--- src/rtl/dragonfang_pkg.sv ---
// Shared definitions for the vector conversion writeback stage.
// Optional feature macro (used by vector_conversion_writeback): DRAGONFANG_WB_BACK_TO_BACK_EN
package dragonfang_pkg;

    localparam int unsigned DEFAULT_VRF_ADDRESS_WIDTH = 5;
    localparam int unsigned DEFAULT_DATA_WIDTH        = 64;

    typedef enum logic [1:0] {
        IDLE       = 2'd0,
        WRITE_LOW  = 2'd1,
        WRITE_HIGH = 2'd2
    } conversion_writeback_state_t;

endpackage

--- src/rtl/conversion_result_register.sv ---
// Capture register for one conversion result: low/high data words, widening flag
// and destination index. Loaded on acceptance, held otherwise.
module conversion_result_register
    import dragonfang_pkg::*;
#(
    parameter int unsigned VRF_ADDRESS_WIDTH = DEFAULT_VRF_ADDRESS_WIDTH,
    parameter int unsigned DATA_WIDTH        = DEFAULT_DATA_WIDTH
) (
    input  logic                         clock,
    input  logic                         reset,
    input  logic                         load,
    input  logic [DATA_WIDTH-1:0]        in_vd,
    input  logic [DATA_WIDTH-1:0]        in_vd_high,
    input  logic                         in_widening,
    input  logic [VRF_ADDRESS_WIDTH-1:0] in_index,
    output logic [DATA_WIDTH-1:0]        vd,
    output logic [DATA_WIDTH-1:0]        vd_high,
    output logic                         widening,
    output logic [VRF_ADDRESS_WIDTH-1:0] index
);

    logic [DATA_WIDTH-1:0]        vd_q, vd_d;
    logic [DATA_WIDTH-1:0]        vd_high_q, vd_high_d;
    logic                         widening_q, widening_d;
    logic [VRF_ADDRESS_WIDTH-1:0] index_q, index_d;

    // Select new result on load, otherwise hold the current one.
    always_comb begin
        vd_d       = vd_q;
        vd_high_d  = vd_high_q;
        widening_d = widening_q;
        index_d    = index_q;
        if (load) begin
            vd_d       = in_vd;
            vd_high_d  = in_vd_high;
            widening_d = in_widening;
            index_d    = in_index;
        end
    end

    // Capture storage with synchronous reset.
    always_ff @(posedge clock) begin
        if (reset) begin
            vd_q       <= '0;
            vd_high_q  <= '0;
            widening_q <= 1'b0;
            index_q    <= '0;
        end else begin
            vd_q       <= vd_d;
            vd_high_q  <= vd_high_d;
            widening_q <= widening_d;
            index_q    <= index_d;
        end
    end

    assign vd       = vd_q;
    assign vd_high  = vd_high_q;
    assign widening = widening_q;
    assign index    = index_q;

endmodule

--- src/rtl/vector_conversion_writeback.sv ---
// Writeback stage of the vector conversion unit: takes one result over a
// valid/ready handshake and writes it to the VRF over a request/grant port,
// using two beats (index, index+1) for aligned widening results.
// Optional feature macro: DRAGONFANG_WB_BACK_TO_BACK_EN
//   defined   -> a new result may be accepted in the cycle the final beat is granted
//   undefined -> results are accepted only while idle
module vector_conversion_writeback
    import dragonfang_pkg::*;
#(
    parameter int unsigned VRF_ADDRESS_WIDTH = DEFAULT_VRF_ADDRESS_WIDTH,
    parameter int unsigned DATA_WIDTH        = DEFAULT_DATA_WIDTH
) (
    input  logic                         clock,
    input  logic                         reset,
    input  logic                         in_valid,
    output logic                         in_ready,
    input  logic [DATA_WIDTH-1:0]        in_vd,
    input  logic [DATA_WIDTH-1:0]        in_vd_high,
    input  logic                         in_widening,
    input  logic [VRF_ADDRESS_WIDTH-1:0] in_vd_index,
    output logic                         vrf_we,
    output logic [VRF_ADDRESS_WIDTH-1:0] vrf_address,
    output logic [DATA_WIDTH-1:0]        vrf_data,
    input  logic                         vrf_grant,
    output logic                         done,
    output logic                         misaligned_error,
    output logic [15:0]                  retired_count
);

    conversion_writeback_state_t state_q, state_d;

    logic                         vrf_we_q, vrf_we_d;
    logic [VRF_ADDRESS_WIDTH-1:0] vrf_address_q, vrf_address_d;
    logic [DATA_WIDTH-1:0]        vrf_data_q, vrf_data_d;
    logic                         misaligned_q, misaligned_d;
    logic [15:0]                  retired_count_q, retired_count_d;

    logic [DATA_WIDTH-1:0]        hold_vd;
    logic [DATA_WIDTH-1:0]        hold_vd_high;
    logic                         hold_widening;
    logic [VRF_ADDRESS_WIDTH-1:0] hold_index;

    logic accept;
    logic high_beat_needed;
    logic final_grant;

    conversion_result_register #(
        .VRF_ADDRESS_WIDTH (VRF_ADDRESS_WIDTH),
        .DATA_WIDTH        (DATA_WIDTH)
    ) u_result (
        .clock       (clock),
        .reset       (reset),
        .load        (accept),
        .in_vd       (in_vd),
        .in_vd_high  (in_vd_high),
        .in_widening (in_widening),
        .in_index    (in_vd_index),
        .vd          (hold_vd),
        .vd_high     (hold_vd_high),
        .widening    (hold_widening),
        .index       (hold_index)
    );

    // Detect the grant of the last beat of the held result; an odd-indexed
    // widening result has no high beat, so its low beat is the last one.
    always_comb begin
        final_grant      = 1'b0;
        high_beat_needed = hold_widening & ~hold_index[0];
        case (state_q)
            WRITE_LOW:  final_grant = vrf_grant & ~high_beat_needed;
            WRITE_HIGH: final_grant = vrf_grant;
            default:    final_grant = 1'b0;
        endcase
    end

`ifdef DRAGONFANG_WB_BACK_TO_BACK_EN
    assign in_ready = (state_q == IDLE) | final_grant;
`else
    assign in_ready = (state_q == IDLE);
`endif

    assign accept = in_valid & in_ready;

    // Next state, next registered VRF request and counter update.
    always_comb begin
        state_d         = state_q;
        vrf_we_d        = vrf_we_q;
        vrf_address_d   = vrf_address_q;
        vrf_data_d      = vrf_data_q;
        misaligned_d    = 1'b0;
        retired_count_d = retired_count_q + (final_grant ? 16'd1 : 16'd0);

        case (state_q)
            WRITE_LOW: begin
                if (vrf_grant) begin
                    if (high_beat_needed) begin
                        state_d       = WRITE_HIGH;
                        vrf_address_d = hold_index + VRF_ADDRESS_WIDTH'(1);
                        vrf_data_d    = hold_vd_high;
                    end else begin
                        state_d  = IDLE;
                        vrf_we_d = 1'b0;
                    end
                end
            end
            WRITE_HIGH: begin
                if (vrf_grant) begin
                    state_d  = IDLE;
                    vrf_we_d = 1'b0;
                end
            end
            default: begin
                state_d = state_q;
            end
        endcase

        // Acceptance overrides the above: from IDLE, or on a final grant when
        // back-to-back mode lets in_ready rise in that cycle.
        if (accept) begin
            state_d       = WRITE_LOW;
            vrf_we_d      = 1'b1;
            vrf_address_d = in_vd_index;
            vrf_data_d    = in_vd;
            misaligned_d  = in_widening & in_vd_index[0];
        end
    end

    // State and output registers with synchronous reset.
    always_ff @(posedge clock) begin
        if (reset) begin
            state_q         <= IDLE;
            vrf_we_q        <= 1'b0;
            vrf_address_q   <= '0;
            vrf_data_q      <= '0;
            misaligned_q    <= 1'b0;
            retired_count_q <= '0;
        end else begin
            state_q         <= state_d;
            vrf_we_q        <= vrf_we_d;
            vrf_address_q   <= vrf_address_d;
            vrf_data_q      <= vrf_data_d;
            misaligned_q    <= misaligned_d;
            retired_count_q <= retired_count_d;
        end
    end

    assign vrf_we           = vrf_we_q;
    assign vrf_address      = vrf_address_q;
    assign vrf_data         = vrf_data_q;
    assign done             = final_grant;
    assign misaligned_error = misaligned_q;
    assign retired_count    = retired_count_q;

endmodule

--- config.mk ---
export PLATFORM = sky130hd
export DESIGN_NAME = vector_conversion_writeback
export DESIGN_NICKNAME = d
export VERILOG_FILES = /design/src/rtl/dragonfang_pkg.sv /design/src/rtl/conversion_result_register.sv /design/src/rtl/vector_conversion_writeback.sv
export SDC_FILE = /design/constraint.sdc
export NUM_CORES = 1
export LEC_CHECK = 0
export ABC_CLOCK_PERIOD_IN_PS = 5570
export CORE_UTILIZATION = 45
export CTS_BUF_LIST = sky130_fd_sc_hd__clkbuf_8
export DETAILED_ROUTE_END_ITERATION = 10
export GPL_ROUTABILITY_DRIVEN = 0
export PLACE_DENSITY = 0.91
export SYNTH_ARGS = -nofsm -noshare
export SYNTH_HDL_FRONTEND = slang
export SYNTH_SLANG_ARGS = --single-unit
--- constraint.sdc ---
create_clock -name clock -period 5.57 [get_ports clock]
set_input_delay 0.557 -clock clock [delete_from_list [all_inputs] [get_ports clock]]
set_output_delay 0.557 -clock clock [all_outputs]
set_load 0.05 [all_outputs]
# Yosys cells after proc, flatten, opt, wreduce, memory -nomap -nowiden
# Index checks and enable logic that the tools add are counted.
# totals
in_bits	138
ff_bits	159
romBits	0
latchBits	0
ramBits	0
mem_count	0
word_cells	58
output_inout_bits	89
# classes
n_bitwise	7
n_eq_ne	7
mul	0
div	0
add_sub_neg	2
magnitude_cmp	0
n_mux	20
reduce_logical	12
shifts	0
# ops
op	n
$mux 64	4
$mux 5	4
$add 16x1->16	1
$ne 3x3->1 const B	3
$reduce_and 3->1	3
$reduce_bool 2->1	4
$mux 1	6
$mux 2	3
$add 5x1->5 const B	1
$and 1x1->1	4
$ne 2x2->1 const B	2
$pmux 1 s2	2
$pmux 2 s2	1
$reduce_and 4->1	1
$reduce_or 2->1	2
$not 1->1	3
$reduce_bool 3->1	1
$eq 2x1->1 const B	1
$eq 2x2->1 const B	1
$logic_not 2->1	1

# Logic depth before layout (Yosys ltp)
# Gate-level depths: netlist of run 1.
# logic_depth
depth_word	7
depth_mapped	9
depth_no_buf	9

# Modules after synthesis
# Synthesis of run 1 repeated with hierarchy kept, for this count alone.
# unflattened
hier_cells	855
area_unflattened_um2	8672.1
# modules_own_cells
mod	seq_area_each_um2	area_per_inst_um2	instances	cells_per_inst
conversion_result_register	2682.6	4748.3	1	432
vector_conversion_writeback	1781.7	3923.8	1	423

# Worst setup path after synthesis of run 1
# No wires, ideal clock.
# synth_timing
path_type	reg2reg
startpoint	register state_q[0]
endpoint	register retired_count_q[14] (netlist: retired_count[14])
required_ps	5449
period_less_slack_ps	2885
path_stages_with_launch	10
setup_time_ps	121
n_path_buf	0
slack_ps	2685
arrival_time_ps	2764
path_cell_list	dfxtp_1 inv_1 ha_1 nand2_1 nor2_1 ha_1 ha_1 nand4_2 nor4_1 mux2_2
# synth_between
elab_chain_cells	4
elab_cells_between_ends	5
cone_classes	1 x add/sub; 2 x eq/ne; 2 x mux
# synth_lines
item	line	source
from (decl)	vector_conversion_writeback.sv:30	conversion_writeback_state_t state_q, state_d;
from (signal assigned)	vector_conversion_writeback.sv:138	state_q <= state_d;
$eq 2x2->1 / $eq 2x1->1 (equally long branches)	vector_conversion_writeback.sv:69	case (state_q)
$pmux 1 s2 *	vector_conversion_writeback.sv:69	
named net done	vector_conversion_writeback.sv:25	output logic done,
$mux 1 *	vector_conversion_writeback.sv:91	retired_count_d = retired_count_q + (final_grant ? 16'd1 : 16'd0);
$add 16x1->16 *	vector_conversion_writeback.sv:91	
to (signal assigned)	vector_conversion_writeback.sv:143	retired_count_q <= retired_count_d;
to (decl)	vector_conversion_writeback.sv:36	logic [15:0] retired_count_q, retired_count_d;
# Mark *: on every way through the listed nets, which the timed path passes. The rest lies on a longest branch.
# A chain may end at the register's enable or synchronous reset.

# Worst setup path after layout of run 1
# layout_timing
startpoint	register state_q[0]
endpoint	output done
# layout_between
elab_chain_cells	2
elab_cells_between_ends	3
cone_classes	2 x eq/ne; 1 x mux
# layout_lines
item	line
$eq 2x2->1 / $eq 2x1->1 (equally long branches)	vector_conversion_writeback.sv:69
$pmux 1 s2 *	vector_conversion_writeback.sv:69
to (decl)	vector_conversion_writeback.sv:25
# Mark *: on every way between the ends. The rest lies on a longest branch, timed or not.

==> results of run 1 <==
-- through the flow --
stage          utilization [%]  total power [uW]  hold WS (ps)
2_1_floorplan                -              1650           440
3_3_place_gp              63.6              1880           447
3_5_place_dp              63.6              1890           454
4_1_cts                   66.6              2750           465
5_1_grt                   66.6              2850           482
6_report                  66.6              2740           464
-- per-layer routing --
metal / wire (microns) / up-vias / track usage, %
met5: 0 / - / 0
met1: 7270 / 2882 / 28.5
met2: 8340 / 252 / 39.2
li1: - / 2990 / -
met4: 435 / 0 / 10.7
met3: 1210 / 40 / 7.46
-- worst register-to-register path: stages, from the launching register on --
cell and delay [ps]:
dfxtp_1 330, inv_1 80, ha_1 210, and4b_2 730, buf_4 510, nor2_1 160, o41ai_1 390
-- layout make-up --
type / count / area, sq um
clock buffer: 19 / 262
clock inverter: 12 / 144
fill: 1089 / 4470
inverter: 6 / 22.5
multi-input combinational: 510 / 2790
sequential: 159 / 3180
tap: 176 / 220
timing repair buffer: 231 / 2310
-- cells in the final DEF (no fill, tap or decap), types with 10 or more instances in the layout --
cell / netlist / final
a21oi_1: 81 / 81
a311oi_1: 55 / 55
a311oi_2: 10 / 10
clkbuf_8: 0 / 19
clkdlybuf4s50_1: 0 / 225
dfxtp_1: 159 / 159
nand2_1: 213 / 211
nor2_1: 15 / 15
nor3_1: 67 / 67
-- cells by family after synthesis --
group / synth area share, %
AO/OA/AOI/OAI: 18.4
multiplexers: 0.899
adder cells (fa/ha/maj): 1.40
buffers and inverters: 4.83
flip-flops: 50.8
AND/OR/NAND/NOR: 23.1
XOR/XNOR: 0.559
-- power by group --
group | total, uW | switching, uW | internal [uW] | leakage [uW]
Sequential | 1260 | 38.8 | 1220 | 0.00131
Clock | 872 | 413 | 459 | 0.000201
Combinational | 608 | 364 | 244 | 0.00166
-- state kept, by name (all words and copies together), names as in the netlist --
| signal | cells |
|---|---|
| u_result.widening | 1 |
| u_result.vd_high | 64 |
| vrf_we | 1 |
| vrf_data | 64 |
| vrf_address | 5 |
| retired_count | 16 |
| misaligned_error | 1 |
| u_result.index | 5 |
| state_q | 2 |
-- synth_stat cells, types with 5 or more instances --
cell type / n / area share, %
a21oi_1: 81 / 6.5
a311oi_1: 55 / 7.7
a311oi_2: 10 / 2.4
buf_2: 26 / 2.1
clkbuf_1: 30 / 1.8
dfxtp_1: 159 / 51
ha_1: 7 / 1.4
inv_1: 6 / 0.36
mux2_2: 5 / 0.90
nand2_1: 213 / 13
nand3_1: 6 / 0.48
nand4_1: 7 / 0.70
nor2_1: 15 / 0.90
nor2b_1: 7 / 0.70
nor3_1: 67 / 5.4
nor4_1: 5 / 0.50
-- how the worst min path moves through the flow --
stage                              start              endpoint  slack [ps]  cells past startpoint
floorplan            u_result.vd_high[0]   u_result.vd_high[0]         440                      2
global placement    u_result.vd_high[19]  u_result.vd_high[19]         450                      2
detailed placement   u_result.vd_high[5]   u_result.vd_high[5]         450                      2
CTS                 u_result.vd_high[28]  u_result.vd_high[28]         470                      2
global route        u_result.vd_high[46]  u_result.vd_high[46]         480                      2
finish              u_result.vd_high[48]  u_result.vd_high[48]         460                      2
==> flow_summary.ini, run 1 <==
[status]
outcome = finished clean

[worst_setup_path]
regToRegSetupSlack_ps = 3050
crit_path_start_kind = register
max_stage_delay_ps = 880
cp-end-kind = output pin
crit_path_end = done
timing.critical_path.slowest_stage_cell = clkdlybuf4s50_1
cp.depth = 5
arrival_ps = 2340
r2r_end = vrf_address[2]
cp.required_ps = 5010
startpoint = state_q[0]
cpLargestDelayFamily = buffers and inverters
crit_type = reg -> out
worst-path-buf-inv = 2
r2r-start = state_q[1]
crit_fanout = 3
path_cells = inv_1, ha_1, nand2_1, nor2_1, clkdlybuf4s50_1
reg2reg_depth = 6

[timing]
tightest_slew_ps = 1010
fin_setup_tns_ps = 0
clock.fmax_mhz = 345
relSlewSlack_pct = 32.6
skew_ps = 9.75
fin_ws_ps = 2670
hold_viol = 0
rsz0062_at_grt = false
final-setup-viol-count = 0
slew_viol_final = 0
period_needed_ps = 2900
post-route-period-util_pct = 52.1

[placement]
numPortBuffers = 226
dp_hpwl_mm = 11.2
place_ws_ps = 2590
dp_cells = 1082
placed_area_sq_um = 8520

[cells_and_area]
drive_above_1_share_pct = 6.40
nNetsFinal = 1070
diodes = 0
fin_cells = 1113
fin_area_sq_um = 8930
syn_to_final_growth_pct = 42.5

[flow_run]
cap_violations = 0

[global_routing]
track_usage_pct = 23.9
grt_pass1_vias = 5791
grt_overflow = 0
grt_max_degree = 105
grt_pass1_wl_mm = 27.4
antenna_found_initial = 0

[route]
wire_per_inst_microns = 15.5
drc = 0
first_pass_iters = 5
ant_nets = 0
first_iter_violations = 579
drt-total-wl_mm = 17.3
via_per_inst = 5.54
vias = 6164

[synthesis]
syn-cell-area_sq_um = 6260
ys_seq_area_share_pct = 50.8
syn_inst = 738
synthDistinctLibCells = 34
syn_avg_cell_area_sq_um = 8.49
syn_nets = 883
synth_ff_type = dfxtp_1
yosysWarnings = 0
synth_edf_count = 0
synthArstFlopShare_pct = 0
ys_seq_elements = 159

[clock_tree]
path_clk_slew_ps = 80
clock-sinks = 159
clk-insertion-delay-late_ps = 450
cts_setup_buffers = 0
cts_max_level = 4
cts.path.max_buffers = 2
numCtsBuffers = 17
clock-root-buffer = clkbuf_8
cts_tree = yes
holdBufCountCts = 0
cts_resized = 0

[pwr]
peakVddDrop_mv = 0.233
leakage_uw = 0.00317
power.density_nw_per_um2 = 306

[floorplan]
rows = 42
die_area_sq_um = 14400
io_pins = 227
core-area_sq_um = 13400
start_util_pct = 46.7
die_h_microns = 120
dieWidth_microns = 120

[min_path]
min_path_type = reg -> reg
No activity file was read; power rests on OpenSTA's default activity.
==> inputs of run 2 (changes only) <==
--- a/config.mk
+++ b/config.mk
@@ -5,7 +5,7 @@
 export SDC_FILE = /design/constraint.sdc
 export NUM_CORES = 1
 export LEC_CHECK = 0
-export ABC_CLOCK_PERIOD_IN_PS = 5570
+export ABC_CLOCK_PERIOD_IN_PS = 2800
 export CORE_UTILIZATION = 45
 export CTS_BUF_LIST = sky130_fd_sc_hd__clkbuf_8
 export DETAILED_ROUTE_END_ITERATION = 10
==> constraint.sdc (replaced) <==
create_clock -name clock -period 2.8 [get_ports clock]
set_input_delay 0.28 -clock clock [delete_from_list [all_inputs] [get_ports clock]]
set_output_delay 0.28 -clock clock [all_outputs]
set_load 0.05 [all_outputs]
==> run 2 against run 1 <==
Wire length down 2.7%. Cell count up 0.54%. Sequential share of layout area fell by 0.57 points. Highest routed layer unchanged. Hold slack got worse by 97 ps. Combinational power up 100%. Critical path depth unchanged. Global-route usage is 0.39 points lower. Clock skew shrank 2.0 ps. Via count shrank 1.6%.
==> flow_summary.ini, run 2 (synthesis results as in run 1) <==
[placement]
dp_hpwl_mm = 11.2
numPortBuffers = 226
placed_area_sq_um = 8620
dp_cells = 1088
place_ws_ps = 283

[pwr]
intPower_uw = 4010
power_frac_comb_pct = 21.8
switching_share_pct = 28.6
switchingPower_uw = 1610
finalPower_uw = 5620
pwr-share-seq_pct = 44.3
leakage_uw = 0.00324
peakVddDrop_mv = 0.381
p_clk_share_pct = 33.9
power.density_nw_per_um2 = 620

[timing]
relSlewSlack_pct = 49.4
slew_viol_final = 0
fin_ws_ps = 282
final-setup-viol-count = 0
post-route-period-util_pct = 89.9
rsz0062_at_grt = false
skew_ps = 7.78
clock.fmax_mhz = 397
fin_setup_tns_ps = 0
tightest_slew_ps = 759
hold_viol = 0
period_needed_ps = 2520

[worst_setup_path]
regToRegSetupSlack_ps = 420
reg2reg_depth = 9
arrival_ps = 2240
r2r_end = retired_count[14]
r2r-start = state_q[0]
cp-end-kind = output pin
crit_type = reg -> out
crit_path_start_kind = register
crit_fanout = 3
cp.required_ps = 2520

[route]
first_pass_iters = 5
drc = 0
first_iter_violations = 423
ant_nets = 0
drt-total-wl_mm = 16.8
vias = 6064
wire_per_inst_microns = 15.0
via_per_inst = 5.42

[cells_and_area]
diodes = 0
mostFrequentLayoutCell = clkdlybuf4s50_1
syn_to_final_growth_pct = 44.8
final_cell_mix = 225 x clkdlybuf4s50_1, 211 x nand2_1, 159 x dfxtp_1
drive_above_1_share_pct = 7.10
nNetsFinal = 1076
fin_cells = 1119
num-fill-cells = 1050
fin_area_sq_um = 9070

[global_routing]
track_usage_pct = 23.5
grt_overflow = 0
grt_max_degree = 96
antenna_found_initial = 0
grt_pass1_wl_mm = 26.9
grt_pass1_vias = 5594

[min_path]
min_path_type = in -> reg
min_to = retired_count[4]
hold_depth = 2
hold_start = reset

[clock_tree]
path_clk_slew_ps = 70
cts.path.max_buffers = 2
numCtsBuffers = 17
holdBufCountCts = 0
cts_resized = 0
clk-insertion-delay-late_ps = 450
clock-sinks = 159
cts_setup_buffers = 0
cts_max_level = 4
cts_tree = yes
clock-root-buffer = clkbuf_8

[floorplan]
core-area_sq_um = 13400
die_area_sq_um = 14400
rows = 42
io_pins = 227
dieWidth_microns = 120
start_util_pct = 46.7
die_h_microns = 120

[flow_run]
cap_violations = 0

[status]
outcome = finished clean
run 2: cell types whose count changed in the layout (fill, tap and decap cells not counted), sizes merged:
cell / change
clkinv: -1
bufinv: +2
clkinvlp: -1
buf: +6
run 2: metal layers:
metal  wire, microns  share of wire (%)  up-vias  track usage [%]
li1                -                  -     3002                -
met1            7080                 42     2802             28.4
met2            8110                 48      217             38.3
met3            1080                6.4       43             6.51
met4             513                3.1        0             11.4
met5               0                  0        -                0
run 2: worst max-delay path by stage:
stage                     from                end  slack, ps  depth (start not counted)
CTS                 state_q[0]               done        230                          5
floorplan           state_q[0]  retired_count[14]        190                          9
global placement     vrf_grant  retired_count[14]        370                          8
global route        state_q[0]               done        160                          5
finish              state_q[0]               done        280                          5
detailed placement   vrf_grant  retired_count[14]        280                          8
run 2: cell type report:
cell class | instances | area, sq um | share of cell area [%]
Timing Repair Buffer | 237 | 2400 | 26.5
Sequential cell | 159 | 3180 | 35.1
Multi-Input combinational cell | 510 | 2790 | 30.7
Tap cell | 176 | 220 | 2.43
Clock inverter | 12 | 191 | 2.11
Clock buffer | 19 | 262 | 2.88
Inverter | 6 | 22.5 | 0.248
run 2: through the flow:
stage                     hold slack, ps  utilization (%)
after floorplan                      398                -
after global placement               447             64.3
after detailed placement             454             64.3
after CTS                            338             67.7
after global routing                 349             67.7
final                                367             67.7
run 2: power groups by stage:
stage	sequential [uW]	combinational (uW)	clock, uW
after detailed placement	2540	1220	0
after global placement	2540	1210	0
after floorplan	2860	421	0
final	2490	1230	1910
after global routing	2510	1310	2050
after CTS	2490	1230	1940
run 2: critical path, stage by stage (launching register included):
cell	delay, ps
dfxtp_1	350
inv_1	70
ha_1	280
nand2_1	60
nor2_2	180
clkdlybuf4s50_1	850
==> patch, RTL diff (settings of run 2) <==
Change the package constant `DEFAULT_VRF_ADDRESS_WIDTH` from 5 to 3.
--- a/src/rtl/dragonfang_pkg.sv
+++ b/src/rtl/dragonfang_pkg.sv
@@ -4,3 +4,3 @@
 
-    localparam int unsigned DEFAULT_VRF_ADDRESS_WIDTH = 5;
+    localparam int unsigned DEFAULT_VRF_ADDRESS_WIDTH = 3;
     localparam int unsigned DEFAULT_DATA_WIDTH        = 64;
Ports: changed (resized in_vd_index and vrf_address); port bits go from 227 to 223. The function was not compared with the original's and may differ.
==> patch against run 2 <==
- sequential cell count shrank 4
- setup slack worse by 89 ps
- cell area fell by 4.3%
- via count decreased by 9.7%
- sequential share of layout area grew 0.64 points
- total power fell by 7.3%
- routed wire length fell by 9.7%
- hold slack worse by 54 ps
- clock skew increased by 1.3 ps
- global-route usage shrank 1.5 points
- synthesized area is 3.8% lower
- largest power group unchanged
==> patch: results <==
[power_and_ir_drop]
power.switching_uw = 1530
p_leak_uw = 0.00318
peakVddDrop_v = 0.000355

[synthesis]
synth_cell_types = 30
synthTopCellsByCount = "nand2_1 (209), dfxtp_1 (155), nor2_1 (85), a21oi_1 (75), a311oi_1 (45)"
synth_area_per_cell_um2 = 8.61
synth_fp_nets = 843
synth_area_leaders = "dfxtp_1 (51%), nand2_1 (13%), a311oi_1 (6.5%)"
yosysSeqAreaShare_pct = 51.5

[clock_tree]
cts_buffer_depth = 2
clk_latency_ps = 430

[global_route]
grt_usage_pct = 22.0
grt_start_max_net_pins = 76
grt_pass1_vias = 5183
grt_first_pass_wirelength_mm = 24.7

[detailed_routing]
wl_mm = 15.2
dr.pass1.iters = 4
avgRoutedWirePerCell_um = 14.1
drt_iter0_drc = 352
drt-vias-per-instance = 5.08

[layout]
drive_gt1_share_pct = 7.06
fillers = 1039
utilization_pct = 67.7

[run_status]
outcome = "finished clean"

[worst_hold_path]
hold_class = "input pin to flip-flop"

[placement]
dp.cells = 1047
dpl_worst_slack_ps = 494
io_buffers = 222
place_hpwl_mm = 10.3

[setup_path]
startpoint = "state_q[1]"
cp_slowest_stage_delay_ps = 880
worstPathArrival_ps = 2330

[timing]
tightest_slew_ps = 828
setup_slack_ps = 193
fin_skew_ps = 9.10
patch: how the worst min path moves through the flow:
stage,cells after the start,slack [ps],end,from
2_1_floorplan,2,400,misaligned_error,in_widening
3_3_place_gp,2,450,u_result.vd_high[16],u_result.vd_high[16]
3_5_place_dp,2,460,u_result.vd_high[14],u_result.vd_high[14]
4_1_cts,2,270,state_q[0],reset
5_1_grt,2,300,u_result.vd_high[54],reset
6_report,2,310,state_q[0],reset
patch: layer usage:
layer	GRT usage (%)	up-vias	routed length, um
li1	-	2767	-
met1	25.9	2499	6400
met2	36.1	176	7180
met3	6.83	35	1110
met4	11.0	0	467
met5	0	-	0
patch: power groups by stage:
stage,logic (uW),registers [uW],clock network (uW)
finish,1180,2420,1600
global route,1270,2440,1750
CTS,1190,2430,1650
detailed placement,1190,2470,0
global placement,1170,2470,0
floorplan,414,2790,0
patch: area by class of cell:
type	count	area (um^2)	area share (%)
Timing Repair Buffer	229	2330	26.9
Clock inverter	12	109	1.25
Clock buffer	20	275	3.17
Sequential cell	155	3100	35.7
Multi-Input combinational cell	487	2630	30.3
Inverter	4	15.0	0.173
Tap cell	172	215	2.48
patch: critical path, delay by kind of cell, from the launching register on:
family                   cells  cell delay, ps
flip-flops                   1             350
buffers and inverters        2             950
AND/OR/NAND/NOR              2             300
adder cells (fa/ha/maj)      1             280
patch: kinds of logic after synthesis:
logic type | Yosys count | share of synthesized area [%]
and+or+nand+nor | 322 | 21.9
adders and majority gates | 7 | 1.45
DFF | 155 | 51.5
buffers and inverters | 58 | 4.96
muxes | 1 | 0.249
xor gates and xnor gates | 12 | 1.74
AOI/OAI and AO/OA | 145 | 18.2
